File: src/rtl/syn_gpu_pkg.sv
// Types shared by the blocks on the SRAM side of the GPU/VGA core.
// It holds the SRAM widths, the read-source tag and the command layout.
package syn_gpu_pkg;

  localparam int SRAM_ADDR_W = 18;
  localparam int SRAM_DATA_W = 16;

  typedef enum logic {SRAM_SRC_VGA, SRAM_SRC_GPU} sram_src_t;

  typedef struct packed {
    logic                   we;
    logic [SRAM_ADDR_W-1:0] addr;
    logic [SRAM_DATA_W-1:0] wr_data;
  } sram_cmd_t;

endpackage

File: src/rtl/syn_sram_arb_tag_fifo.sv
// In-order FIFO of read-source tags: one entry per read the SRAM driver has accepted.
// The head entry says which requester gets the next returned word.
module syn_sram_arb_tag_fifo
  import syn_gpu_pkg::*;
#(
  parameter int DEPTH = 8
) (
  input  logic                    clk_ir,
  input  logic                    rst_sync,
  input  logic                    push,
  input  sram_src_t               push_src,
  input  logic                    pop,
  output sram_src_t               head_src,
  output logic                    full,
  output logic                    empty,
  output logic [$clog2(DEPTH):0]  count
);

  localparam int AW = $clog2(DEPTH);

  sram_src_t     mem [DEPTH];
  logic [AW-1:0] wr_ptr;
  logic [AW-1:0] rd_ptr;
  logic          push_ok;
  logic          pop_ok;

  assign full     = (count == (AW+1)'(DEPTH));
  assign empty    = (count == '0);
  assign push_ok  = push & ~full;
  assign pop_ok   = pop & ~empty;
  assign head_src = mem[rd_ptr];

  always_ff @(posedge clk_ir) begin
    if (rst_sync) begin
      wr_ptr <= '0;
      rd_ptr <= '0;
      count  <= '0;
    end else begin
      if (push_ok) begin
        mem[wr_ptr] <= push_src;
        wr_ptr      <= wr_ptr + 1'b1;
      end
      if (pop_ok) rd_ptr <= rd_ptr + 1'b1;
      case ({push_ok, pop_ok})
        2'b10:   count <= count + 1'b1;
        2'b01:   count <= count - 1'b1;
        default: count <= count;
      endcase
    end
  end

endmodule

File: src/rtl/syn_sram_arb.sv
// Arbiter for the single SRAM command port: VGA (read-only, fixed priority) and GPU (read/write).
// A wait counter forces one GPU grant after GPU_MAX_WAIT cycles, and a tag FIFO steers read data back.
module syn_sram_arb
  import syn_gpu_pkg::sram_src_t, syn_gpu_pkg::SRAM_SRC_VGA, syn_gpu_pkg::SRAM_SRC_GPU;
#(
  parameter int SRAM_ADDR_W   = 18,
  parameter int SRAM_DATA_W   = 16,
  parameter int RD_FIFO_DEPTH = 8,
  parameter int GPU_MAX_WAIT  = 16
) (
  input  logic                   clk_ir,
  input  logic                   rst_sync,
  input  logic                   vga_req,
  input  logic [SRAM_ADDR_W-1:0] vga_addr,
  output logic                   vga_ack,
  output logic                   vga_rd_valid,
  output logic [SRAM_DATA_W-1:0] vga_rd_data,
  input  logic                   gpu_req,
  input  logic                   gpu_we,
  input  logic [SRAM_ADDR_W-1:0] gpu_addr,
  input  logic [SRAM_DATA_W-1:0] gpu_wr_data,
  output logic                   gpu_ack,
  output logic                   gpu_rd_valid,
  output logic [SRAM_DATA_W-1:0] gpu_rd_data,
  output logic                   sram_req,
  output logic                   sram_we,
  output logic [SRAM_ADDR_W-1:0] sram_addr,
  output logic [SRAM_DATA_W-1:0] sram_wr_data,
  input  logic                   sram_ready,
  input  logic                   sram_rd_valid,
  input  logic [SRAM_DATA_W-1:0] sram_rd_data,
  output logic                   rd_err
);

  localparam int CNT_W  = $clog2(RD_FIFO_DEPTH) + 1;
  localparam int WAIT_W = $clog2(GPU_MAX_WAIT + 1);
  localparam logic [CNT_W-1:0]  DEPTH_C    = CNT_W'(RD_FIFO_DEPTH);
  localparam logic [WAIT_W-1:0] WAIT_MAX_C = WAIT_W'(GPU_MAX_WAIT);

  // Handshakes: a requester holds req and payload until ack, which pulses combinationally
  // in the grant cycle. On the driver side sram_req/payload hold until sram_ready is high.
  logic                   slot_valid;
  logic                   slot_we;
  logic [SRAM_ADDR_W-1:0] slot_addr;
  logic [SRAM_DATA_W-1:0] slot_wr_data;
  sram_src_t              slot_src;
  logic [WAIT_W-1:0]      wait_cnt;

  logic [CNT_W-1:0]       tag_count;
  logic                   tag_full;
  logic                   tag_empty;
  sram_src_t              tag_head;

  logic                   consume;
  logic                   slot_open;
  logic [CNT_W-1:0]       inflight;
  logic                   rd_room;
  logic                   vga_elig;
  logic                   gpu_elig;
  logic                   force_gpu;
  logic                   vga_win;
  logic                   gpu_win;
  logic                   tag_push;
  logic                   tag_pop;

  logic                   vga_rd_q;
  logic                   gpu_rd_q;
  logic [SRAM_DATA_W-1:0] rd_data_q;
  logic                   rd_err_q;

  assign consume   = slot_valid & sram_ready;
  assign slot_open = ~slot_valid | sram_ready;
  // Reads still sitting in the slot count against the FIFO so it can never overflow.
  assign inflight  = tag_count + CNT_W'(slot_valid & ~slot_we);
  assign rd_room   = (inflight < DEPTH_C);
  assign vga_elig  = ~rst_sync & vga_req & slot_open & rd_room;
  assign gpu_elig  = ~rst_sync & gpu_req & slot_open & (gpu_we | rd_room);
  assign force_gpu = (wait_cnt == WAIT_MAX_C);
  assign gpu_win   = gpu_elig & (~vga_elig | force_gpu);
  assign vga_win   = vga_elig & ~gpu_win;
  assign tag_push  = consume & ~slot_we & ~tag_full;
  assign tag_pop   = sram_rd_valid & ~tag_empty;

  assign vga_ack      = vga_win;
  assign gpu_ack      = gpu_win;
  assign sram_req     = slot_valid;
  assign sram_we      = slot_we;
  assign sram_addr    = slot_addr;
  assign sram_wr_data = slot_wr_data;
  assign vga_rd_valid = vga_rd_q;
  assign gpu_rd_valid = gpu_rd_q;
  assign vga_rd_data  = rd_data_q;
  assign gpu_rd_data  = rd_data_q;
  assign rd_err       = rd_err_q;

  syn_sram_arb_tag_fifo #(
    .DEPTH (RD_FIFO_DEPTH)
  ) u_tag_fifo (
    .clk_ir   (clk_ir),
    .rst_sync (rst_sync),
    .push     (tag_push),
    .push_src (slot_src),
    .pop      (tag_pop),
    .head_src (tag_head),
    .full     (tag_full),
    .empty    (tag_empty),
    .count    (tag_count)
  );

  always_ff @(posedge clk_ir) begin
    if (rst_sync) begin
      slot_valid   <= 1'b0;
      slot_we      <= 1'b0;
      slot_addr    <= '0;
      slot_wr_data <= '0;
      slot_src     <= SRAM_SRC_VGA;
      wait_cnt     <= '0;
      vga_rd_q     <= 1'b0;
      gpu_rd_q     <= 1'b0;
      rd_data_q    <= '0;
      rd_err_q     <= 1'b0;
    end else begin
      if (vga_win | gpu_win) begin
        slot_valid   <= 1'b1;
        slot_we      <= gpu_win & gpu_we;
        slot_addr    <= gpu_win ? gpu_addr : vga_addr;
        slot_wr_data <= gpu_win ? gpu_wr_data : '0;
        slot_src     <= gpu_win ? SRAM_SRC_GPU : SRAM_SRC_VGA;
      end else if (consume) begin
        slot_valid <= 1'b0;
      end

      if (!gpu_req || gpu_win) wait_cnt <= '0;
      else if (!force_gpu)     wait_cnt <= wait_cnt + 1'b1;

      vga_rd_q <= tag_pop & (tag_head == SRAM_SRC_VGA);
      gpu_rd_q <= tag_pop & (tag_head == SRAM_SRC_GPU);
      if (tag_pop) rd_data_q <= sram_rd_data;
      if (sram_rd_valid && tag_empty) rd_err_q <= 1'b1;
    end
  end

endmodule

File: config.mk
export PLATFORM = sky130hd
export DESIGN_NAME = syn_sram_arb
export DESIGN_NICKNAME = d
export VERILOG_FILES = /design/src/rtl/syn_gpu_pkg.sv /design/src/rtl/syn_sram_arb_tag_fifo.sv /design/src/rtl/syn_sram_arb.sv
export SDC_FILE = /design/constraint.sdc
export NUM_CORES = 1
export LEC_CHECK = 0
export ABC_CLOCK_PERIOD_IN_PS = 9400
export CAP_MARGIN = 20
export CORE_MARGIN = 5
export CORE_UTILIZATION = 49
export CTS_BUF_LIST = sky130_fd_sc_hd__clkbuf_8
export DETAILED_ROUTE_END_ITERATION = 6
export PLACE_DENSITY = 0.88
export SLEW_MARGIN = 20
export SYNTH_ARGS = -nofsm -noshare
export SYNTH_HDL_FRONTEND = slang
export SYNTH_HIERARCHICAL = 1
export SYNTH_SLANG_ARGS = --single-unit
File: constraint.sdc
create_clock -name clk_ir -period 9.4 [get_ports clk_ir]
set_clock_uncertainty 0.05 [all_clocks]
set_input_delay 1.88 -clock clk_ir [delete_from_list [all_inputs] [get_ports clk_ir]]
set_output_delay 1.88 -clock clk_ir [all_outputs]
set_load 0.02 [all_outputs]
==> key figures, run 1 <==
Run status
  – Status: finished, final reports clean

Finish
  – Filler cells: 612
  – Most frequent cells in the layout: 146 x clkdlybuf4s50_1, 74 x dfxtp_1, 47 x nand3_1, 39 x a21oi_1, 35 x nand2_1
  – Layout area overhead: 37.2%
  – Most common cell after layout, fill and taps aside: clkdlybuf4s50_1
  – Share of cells above drive strength 1: 0.113
  – Post-layout nets: 611
  – Finished Cell Area: 0.00539 mm2
  – Ant. Diodes: 0

Timing
  – Worst-Margin Slew: 0.906 ns
  – F_max: 0.152 GHz
  – Max-slew violations: 0
  – Final Worst Setup Slack: 2.83 ns
  – Final setup violation count: 0
  – Setup TNS: 0 ns
  – Final period util: 0.698
  – Slew margin rel.: 0.395
  – Tmin final: 6.57 ns
  – Hold Fails Final Rpt: 0
  – RSZ-0062 raised after global routing: false

Global routing
  – All-Layer GR Usage: 0.212
  – GRT overflow: 0
  – First-pass GRT wire length: 16800 um
  – Initial antenna violation count: 0
  – Largest net degree at the start of global routing: 74
  – Vias in the first global route: 3399

Clock network
  – Clk pin slew, worst setup/hold paths: 0.09 ns
  – Clk buf depth: 2
  – Postcts setup bufs: 0
  – CTS tree: yes
  – Clock sinks: 82
  – Post-CTS Resized: 0
  – Inserted Clock Buffers: 9
  – Worst-Skew Late Latency: 0.35 ns
  – Clock root buffer: clkbuf_8
  – Hold Buf Count CTS: 0
  – Htree depth: 3

Synth
  – Yosys warning count: 6
  – Share of the synthesized area in the top cell type: 0.377
  – Post-synth top area cell: dfxtp_1
  – Mapped Area: 0.00393 mm2
  – Main synth FF type: dfxtp_1
  – Syn_nets: 498
  – Area contributors post-synth: dfxtp_1 38%, edfxtp_1 6.1%, nand3_1 6.0%, a21oi_1 5.0%, buf_4 3.8%
  – Cells after synthesis: 415
  – Async SR Flop Fraction: 0
  – Synth unique cells: 58
  – Yosys reg bits: 82
  – Sequential area share after synthesis: 0.438
  – Avg Cell Area, Syn: 9.47 um2
  – Post-synth EDFFs: 8

Critical path
  – Startpoint Class: input pin
  – Crit end category: output pin
  – FF-to-FF setup slack: 5.31 ns
  – Critical path class: input pin to output pin
  – Worst r2r src: u_tag_fifo/count[0]$_SDFFE_PP0P_
  – Arr. time, crit path: 4.64 ns
  – R2R Path End: u_tag_fifo/count[3]$_SDFFE_PP0P_
  – Crit-path max FO: 73
  – Data required, critical path: 7.47 ns
  – FF-to-FF path depth: 10

Place
  – Dpl hpwl: 7710 um
  – Buffers on Ports: 147
  – Pre-CTS WS: 2.85 ns
  – Placer congestion estimate: 0.827
  – Cell Area, Placed: 0.00522 mm2

Flow run
  – Max Cap Viol: 0

Pwr
  – Cell leakage power: 1.83 nW
  – Worst vdd ir: 0.0000952 V
  – Power density cells: 143 mW/mm2

Floorplanning
  – Core outline area: 0.00777 mm2
  – Die Y: 99.6 um
  – Die X: 99.6 um
  – FP Rows: 32
  – Number of I/O pins: 148
  – Initial core utilization: 0.506
  – Full die area: 0.00991 mm2

Detailed routing
  – Drt first-iter violations: 151
  – Vias per cell: 5.52
  – Wirelength, routed: 10600 um
  – Via count: 3503
  – DR WL/cell: 16.7 um
  – Residual DRC: 0
  – Final ANT Viol Nets: 0
  – Drt pass-1 iters: 6

Worst hold path
  – HP Class: register to register
  – Hold Path End: sram_wr_data[12]$_SDFFE_PP0P_
  – Worst Min Path Start: sram_wr_data[12]$_SDFFE_PP0P_
  – WHS Path Cells: 2
-- worst max-delay path, stage by stage --
cell,delay [ns]
buf_2,0.09
buf_4,0.33
nand2b_4,0.28
a211oi_2,0.29
nand2_2,0.47
nor2_1,0.57
clkdlybuf4s50_1,0.71
-- state kept, by name, indices dropped and copies added, names as in the netlist, named ones only --
register	flops
gpu_rd_data	16
gpu_rd_valid	1
rd_err	1
slot_src	1
sram_addr	18
sram_req	1
sram_we	1
sram_wr_data	16
u_tag_fifo/count	4
u_tag_fifo/mem	8
u_tag_fifo/rd_ptr	3
u_tag_fifo/wr_ptr	3
vga_rd_valid	1
wait_cnt	5
-- how the worst max path moves through the flow --
stage                        start  slack (ns)      end
after floorplan           rst_sync        4.34  vga_ack
after global placement    rst_sync        2.99  vga_ack
after detailed placement  rst_sync        2.85  gpu_ack
after CTS                 rst_sync        2.83  gpu_ack
after global routing      rst_sync        2.55  gpu_ack
final                     rst_sync        2.83  gpu_ack
-- synthesized netlist by cell type (2+ instances only) --
master,count
mux2i_1,3
a311oi_2,9
nand2_1,35
nand2_2,2
a21oi_1,39
buf_1,3
xnor2_1,3
buf_4,20
buf_6,7
a311oi_1,9
nor4_1,3
xor2_1,6
dfxtp_1,74
o21ai_1,8
nand2b_1,4
mux4_2,2
edfxtp_1,8
nor3b_1,2
buf_2,4
nand3_1,47
nor3_1,26
nand3_2,13
nor4b_1,2
inv_1,6
o21ai_0,9
clkbuf_1,11
ha_1,7
nor2b_1,2
nor2_1,22
-- final cells by class --
type | count | area [um2] | share of cell area
Tap cell | 102 | 128 | 0.0237
Timing Repair Buffer | 149 | 1480 | 0.275
Clock buffer | 9 | 124 | 0.0230
Inverter | 7 | 26.3 | 0.00487
Sequential cell | 82 | 1720 | 0.319
Multi-Input combinational cell | 279 | 1860 | 0.345
Clock inverter | 7 | 53.8 | 0.00997
-- stage by stage --
stage	util	total power, W	hold slack [ns]	std cells
after global routing	0.694	0.000801	0.448	635
after CTS	0.694	0.000774	0.426	635
after detailed placement	0.671	0.000543	0.413	619
after global placement	0.671	0.000539	0.397	619
after floorplan	-	0.000473	0.435	415
final	0.694	0.000770	0.424	635
-- report_power, final --
part           total [W]  switching, W  internal, W
Combinational   0.000155     0.0000791    0.0000763
Clock           0.000235      0.000136    0.0000984
Sequential      0.000380     0.0000117     0.000368
Total           0.000770      0.000227     0.000543
-- cell families (layout without fill, tap and decap cells) --
kind of cell	count (synthesis)	after routing	synth area share
XOR/XNOR	10	10	0.0242
AND/OR/NAND/NOR	170	170	0.241
adder cells (fa/ha/maj)	8	8	0.0274
AO/OA/AOI/OAI	84	84	0.154
buffers and inverters	54	172	0.0897
multiplexers	7	7	0.0258
flip-flops	82	82	0.438
-- layer usage --
layer  up-vias  track usage  wire (um)
met5         -            0          0
met4         0       0.0714        200
met3        18       0.0540        903
met2       159        0.362       5310
met1      1629        0.261       4170
li1       1697            -          -
(Power assumes the default switching activity.)
==> inputs of run 2 (changes only) <==
--- a/config.mk
+++ b/config.mk
@@ -5,13 +5,13 @@
 export SDC_FILE = /design/constraint.sdc
 export NUM_CORES = 1
 export LEC_CHECK = 0
-export ABC_CLOCK_PERIOD_IN_PS = 9400
+export ABC_CLOCK_PERIOD_IN_PS = 6100
 export CAP_MARGIN = 20
 export CORE_MARGIN = 5
-export CORE_UTILIZATION = 49
+export CORE_UTILIZATION = 46
 export CTS_BUF_LIST = sky130_fd_sc_hd__clkbuf_8
 export DETAILED_ROUTE_END_ITERATION = 6
-export PLACE_DENSITY = 0.88
+export PLACE_DENSITY = 0.83
 export SLEW_MARGIN = 20
 export SYNTH_ARGS = -nofsm -noshare
 export SYNTH_HDL_FRONTEND = slang
==> constraint.sdc (replaced) <==
create_clock -name clk_ir -period 6.1 [get_ports clk_ir]
set_clock_uncertainty 0.05 [all_clocks]
set_input_delay 1.22 -clock clk_ir [delete_from_list [all_inputs] [get_ports clk_ir]]
set_output_delay 1.22 -clock clk_ir [all_outputs]
set_load 0.02 [all_outputs]
==> key figures, run 2 (synthesis gave the netlist of run 1 again) <==
Critical path
  – Critical path buffer and inverter count: 2
  – Highest-delay cell along the critical path: clkdlybuf4s50_1
  – Crit-path max FO: 19
  – Crit end category: output pin
  – Startpoint Class: input pin
  – Crit-path cells: clkdlybuf4s50_1 > nand3_1 > mux2_4 > a21boi_4 > nor2_1 > nor2_1 > clkdlybuf4s50_1
  – Data required, critical path: 4.83 ns
  – Arr. time, crit path: 3.65 ns
  – Slowest stage delay, CP: 0.63 ns
  – Critical path class: input pin to output pin
  – Delay-heaviest family, CP: buffers and inverters

Worst hold path
  – HP Class: register to register

Timing
  – Setup TNS: 0 ns
  – Max-slew violations: 0
  – F_max: 0.203 GHz
  – Hold Fails Final Rpt: 0
  – Final period util: 0.807
  – Worst-Margin Slew: 0.937 ns
  – Final setup violation count: 0
  – Slew margin rel.: 0.374
  – Tmin final: 4.92 ns
  – Final Worst Setup Slack: 1.18 ns
  – RSZ-0062 raised after global routing: false

Finish
  – Max reg flops: 18
  – Layout area overhead: 38.4%
  – Final Instance Count excl. Fillers: 639
  – Ant. Diodes: 0
  – Final core occ: 0.659
  – Finished Cell Area: 0.00544 mm2
  – Post-layout nets: 612
  – Most frequent cells in the layout: 146 x clkdlybuf4s50_1, 74 x dfxtp_1, 47 x nand3_1, 39 x a21oi_1, 35 x nand2_1
  – Share of cells above drive strength 1: 0.109
  – Most common cell after layout, fill and taps aside: clkdlybuf4s50_1

Pwr
  – Sequential fraction of design power: 0.471
  – Power density cells: 228 mW/mm2
  – Net Sw Power: 0.000321 W
  – Sw frac: 0.258
  – Internal Power: 0.000922 W
  – Cell leakage power: 1.86 nW
  – Clock power frac: 0.337
  – Worst vdd ir: 0.000139 V
  – Comb power frac: 0.192

Detailed routing
  – DR WL/cell: 15.9 um
  – Drt pass-1 iters: 4
  – Wirelength, routed: 10200 um
  – Residual DRC: 0
  – Drt first-iter violations: 163
  – Vias per cell: 5.49
  – Via count: 3508
  – Final ANT Viol Nets: 0

Floorplanning
  – Die Y: 102 um
  – Core outline area: 0.00826 mm2
  – Number of I/O pins: 148
  – Die X: 102 um
  – Initial core utilization: 0.476
  – Full die area: 0.0105 mm2
  – FP Rows: 33

Clock network
  – Hold Buf Count CTS: 0
  – CTS tree: yes
  – Clk buf depth: 2
  – Inserted Clock Buffers: 9
  – Worst-Skew Late Latency: 0.34 ns
  – Postcts setup bufs: 0
  – Htree depth: 3
  – Post-CTS Resized: 0
  – Clk pin slew, worst setup/hold paths: 0.08 ns
  – Clock root buffer: clkbuf_8
  – Clock sinks: 82

Global routing
  – First-pass GRT wire length: 16100 um
  – All-Layer GR Usage: 0.192
  – Initial antenna violation count: 0
  – GRT overflow: 0
  – Largest net degree at the start of global routing: 72
  – Vias in the first global route: 3410

Place
  – Dpl cells: 623
  – Placer congestion estimate: 0.776
  – Buffers on Ports: 147
  – Pre-CTS WS: 1.19 ns
  – Cell Area, Placed: 0.00523 mm2
  – Dpl hpwl: 7330 um

Run status
  – Status: finished, final reports clean

Flow run
  – Max Cap Viol: 0
-- run 2: path summary, 6_finish.rpt --
path | start | to | slack [ns] | cells past startpoint
worst max-delay path | sram_ready | vga_ack | 1.18 | 7
worst min-delay path | sram_wr_data[3]$_SDFFE_PP0P_ | sram_wr_data[3]$_SDFFE_PP0P_ | 0.42 | 2
worst max register to register | u_tag_fifo/count[3]$_SDFFE_PP0P_ | u_tag_fifo/count[3]$_SDFFE_PP0P_ | 2.00 | 10
worst min register to register | sram_wr_data[3]$_SDFFE_PP0P_ | sram_wr_data[3]$_SDFFE_PP0P_ | 0.42 | 2
-- run 2: power by group through the flow --
stage	clock, W	combinational, W	sequential, W
6_report	0.000419	0.000239	0.000585
2_1_floorplan	0	0.000109	0.000620
3_5_place_dp	0	0.000240	0.000597
3_3_place_gp	0	0.000236	0.000596
4_1_cts	0.000427	0.000241	0.000585
5_1_grt	0.000452	0.000257	0.000589
-- run 2: worst register-to-register path: stages, from the launching register on --
cell and delay (ns):
dfxtp_1 0.41, nor4_1 0.50, nand2b_1 0.61, clkinv_1 0.59, o41a_1 0.33, ha_1 0.25, ha_1 0.33, a21oi_1 0.19
a21oi_1 0.11, or4_1 0.48, a21oi_1 0.16
-- run 2: final cells by class --
| class | count | area [um2] |
|---|---|---|
| well taps | 105 | 131 |
| flip-flops and latches | 82 | 1720 |
| multi-input cells | 279 | 1860 |
| clock inverters | 6 | 75.1 |
| inverters | 7 | 26.3 |
| clock buffers | 10 | 138 |
| repair buffers | 150 | 1490 |
| fillers | 708 | 2820 |
-- run 2: per-layer routing --
layer	share of wire	vias up	global-route usage
li1	-	1693	-
met4	0.015	0	0.0555
met3	0.11	14	0.0628
met1	0.41	1653	0.243
met5	0	-	0
met2	0.47	148	0.311
-- run 2: through the flow --
| stage | hold slack [ns] | power [W] |
|---|---|---|
| after floorplan | 0.435 | 0.000728 |
| after global placement | 0.396 | 0.000832 |
| after detailed placement | 0.410 | 0.000837 |
| after CTS | 0.421 | 0.00125 |
| after global routing | 0.441 | 0.00130 |
| final | 0.417 | 0.00124 |
==> inputs of run 3 (changes only) <==
--- a/config.mk
+++ b/config.mk
@@ -5,13 +5,13 @@
 export SDC_FILE = /design/constraint.sdc
 export NUM_CORES = 1
 export LEC_CHECK = 0
-export ABC_CLOCK_PERIOD_IN_PS = 6100
+export ABC_CLOCK_PERIOD_IN_PS = 4010
 export CAP_MARGIN = 20
 export CORE_MARGIN = 5
-export CORE_UTILIZATION = 46
+export CORE_UTILIZATION = 41
 export CTS_BUF_LIST = sky130_fd_sc_hd__clkbuf_8
 export DETAILED_ROUTE_END_ITERATION = 6
-export PLACE_DENSITY = 0.83
+export PLACE_DENSITY = 0.78
 export SLEW_MARGIN = 20
 export SYNTH_ARGS = -nofsm -noshare
 export SYNTH_HDL_FRONTEND = slang
==> constraint.sdc (replaced) <==
create_clock -name clk_ir -period 4.01 [get_ports clk_ir]
set_clock_uncertainty 0.05 [all_clocks]
set_input_delay 0.802 -clock clk_ir [delete_from_list [all_inputs] [get_ports clk_ir]]
set_output_delay 0.802 -clock clk_ir [all_outputs]
set_load 0.02 [all_outputs]
==> key figures, run 3 (synthesis gave the netlist of run 1 again) <==
Critical path
  – Critical path class: input pin to output pin
  – Slowest stage delay, CP: 0.63 ns
  – Arr. time, crit path: 2.73 ns
  – Critical path buffer and inverter count: 2
  – Data required, critical path: 3.16 ns
  – Startpoint Class: input pin
  – Delay-heaviest family, CP: buffers and inverters
  – Crit end category: output pin
  – Highest-delay cell along the critical path: clkdlybuf4s50_1
  – Crit-path max FO: 4
  – Crit-path cells: clkdlybuf4s50_1 > nand3_1 > mux2_4 > a21boi_4 > nor2_1 > nor2_1 > clkdlybuf4s50_1

Timing
  – Hold Fails Final Rpt: 0
  – Tmin final: 3.58 ns
  – Slew margin rel.: 0.404
  – Setup TNS: 0 ns
  – RSZ-0062 raised after global routing: false
  – F_max: 0.279 GHz
  – Final setup violation count: 0
  – Max-slew violations: 0
  – Worst-Margin Slew: 0.893 ns
  – Final period util: 0.893

Global routing
  – First-pass GRT wire length: 17000 um
  – All-Layer GR Usage: 0.180
  – Vias in the first global route: 3497
  – GRT overflow: 0
  – Largest net degree at the start of global routing: 72
  – Initial antenna violation count: 0

Finish
  – Most frequent cells in the layout: 146 x clkdlybuf4s50_1, 74 x dfxtp_1, 47 x nand3_1, 39 x a21oi_1, 35 x nand2_1
  – Ant. Diodes: 0
  – Post-layout nets: 619
  – Layout area overhead: 41.4%
  – Share of cells above drive strength 1: 0.126
  – Final Instance Count excl. Fillers: 670
  – Most common cell after layout, fill and taps aside: clkdlybuf4s50_1
  – Max reg flops: 18
  – Final core occ: 0.599

Detailed routing
  – DR WL/cell: 15.7 um
  – Final ANT Viol Nets: 0
  – Drt first-iter violations: 187
  – Wirelength, routed: 10500 um
  – Residual DRC: 0
  – Drt pass-1 iters: 4
  – Via count: 3484
  – Vias per cell: 5.20

Worst hold path
  – HP Class: register to register

Place
  – Placer congestion estimate: 0.787
  – Dpl cells: 654
  – Dpl hpwl: 7560 um
  – Buffers on Ports: 147

Clock network
  – Clock root buffer: clkbuf_8
  – Htree depth: 3
  – Inserted Clock Buffers: 9
  – Postcts setup bufs: 0
  – CTS tree: yes
  – Worst-Skew Late Latency: 0.34 ns
  – Clock sinks: 82
  – Hold Buf Count CTS: 0
  – Clk buf depth: 2
  – Clk pin slew, worst setup/hold paths: 0.08 ns
  – Post-CTS Resized: 0

Pwr
  – Clock power frac: 0.368
  – Worst vdd ir: 0.000186 V
  – Internal Power: 0.00149 W
  – Sequential fraction of design power: 0.446
  – Sw frac: 0.250
  – Comb power frac: 0.186
  – Power density cells: 358 mW/mm2
  – Cell leakage power: 1.91 nW
  – Net Sw Power: 0.000499 W

Floorplanning
  – FP Rows: 35
  – Die Y: 108 um
  – Die X: 108 um
  – Initial core utilization: 0.423
  – Core outline area: 0.00928 mm2
  – Number of I/O pins: 148
  – Full die area: 0.0116 mm2

Flow run
  – Max Cap Viol: 0

Run status
  – Status: finished, final reports clean
run 3: worst reg2reg max path, cell delays in order, from the launching register on:
cell and delay, ns:
dfxtp_1 0.52, or4b_1 0.66, inv_1 0.11, nor3b_1 0.05, buf_4 0.16, nand2_8 0.09, ha_1 0.21, ha_1 0.28
a21oi_1 0.20, a21oi_1 0.11, or4_1 0.47, a21oi_1 0.17
run 3: per-stage QoR:
step	total power, W	cell area, um2	hold WS (ns)	worst slack, ns
global route	0.00208	5560	0.448	0.373
finish	0.00199	5560	0.422	0.430
CTS	0.00202	5560	0.421	0.437
global placement	0.00127	5310	0.404	0.461
floorplan	0.00111	3930	0.435	0.758
detailed placement	0.00128	5310	0.410	0.451
run 3: per-layer routing:
metal / share of wire / GRT usage
met3: 0.090 / 0.0684
met4: 0.016 / 0.0586
met2: 0.50 / 0.307
met1: 0.39 / 0.208
met5: 0 / 0
run 3: final timing paths:
check | startpoint | to | slack, ns | cells past startpoint
worst min register to register | sram_wr_data[13]$_SDFFE_PP0P_ | sram_wr_data[13]$_SDFFE_PP0P_ | 0.42 | 2
worst max-delay path | sram_ready | vga_ack | 0.43 | 7
worst min-delay path | sram_wr_data[13]$_SDFFE_PP0P_ | sram_wr_data[13]$_SDFFE_PP0P_ | 0.42 | 2
worst max register to register | u_tag_fifo/count[3]$_SDFFE_PP0P_ | u_tag_fifo/count[3]$_SDFFE_PP0P_ | 0.85 | 11
run 3: layout make-up:
type / instances / area [um2]
Fill cell: 856 / 3720
Multi-Input combinational cell: 279 / 1860
Timing Repair Buffer: 157 / 1540
Inverter: 7 / 26.3
Tap cell: 129 / 161
Clock buffer: 11 / 151
Clock inverter: 5 / 100
Sequential cell: 82 / 1720
run 3: power groups by stage:
stage               clock network, W  logic [W]  registers (W)
finish                      0.000734   0.000370       0.000888
global route                0.000787   0.000399       0.000894
CTS                         0.000753   0.000373       0.000889
detailed placement                 0   0.000372       0.000907
global placement                   0   0.000367       0.000905
floorplan                          0   0.000165       0.000943
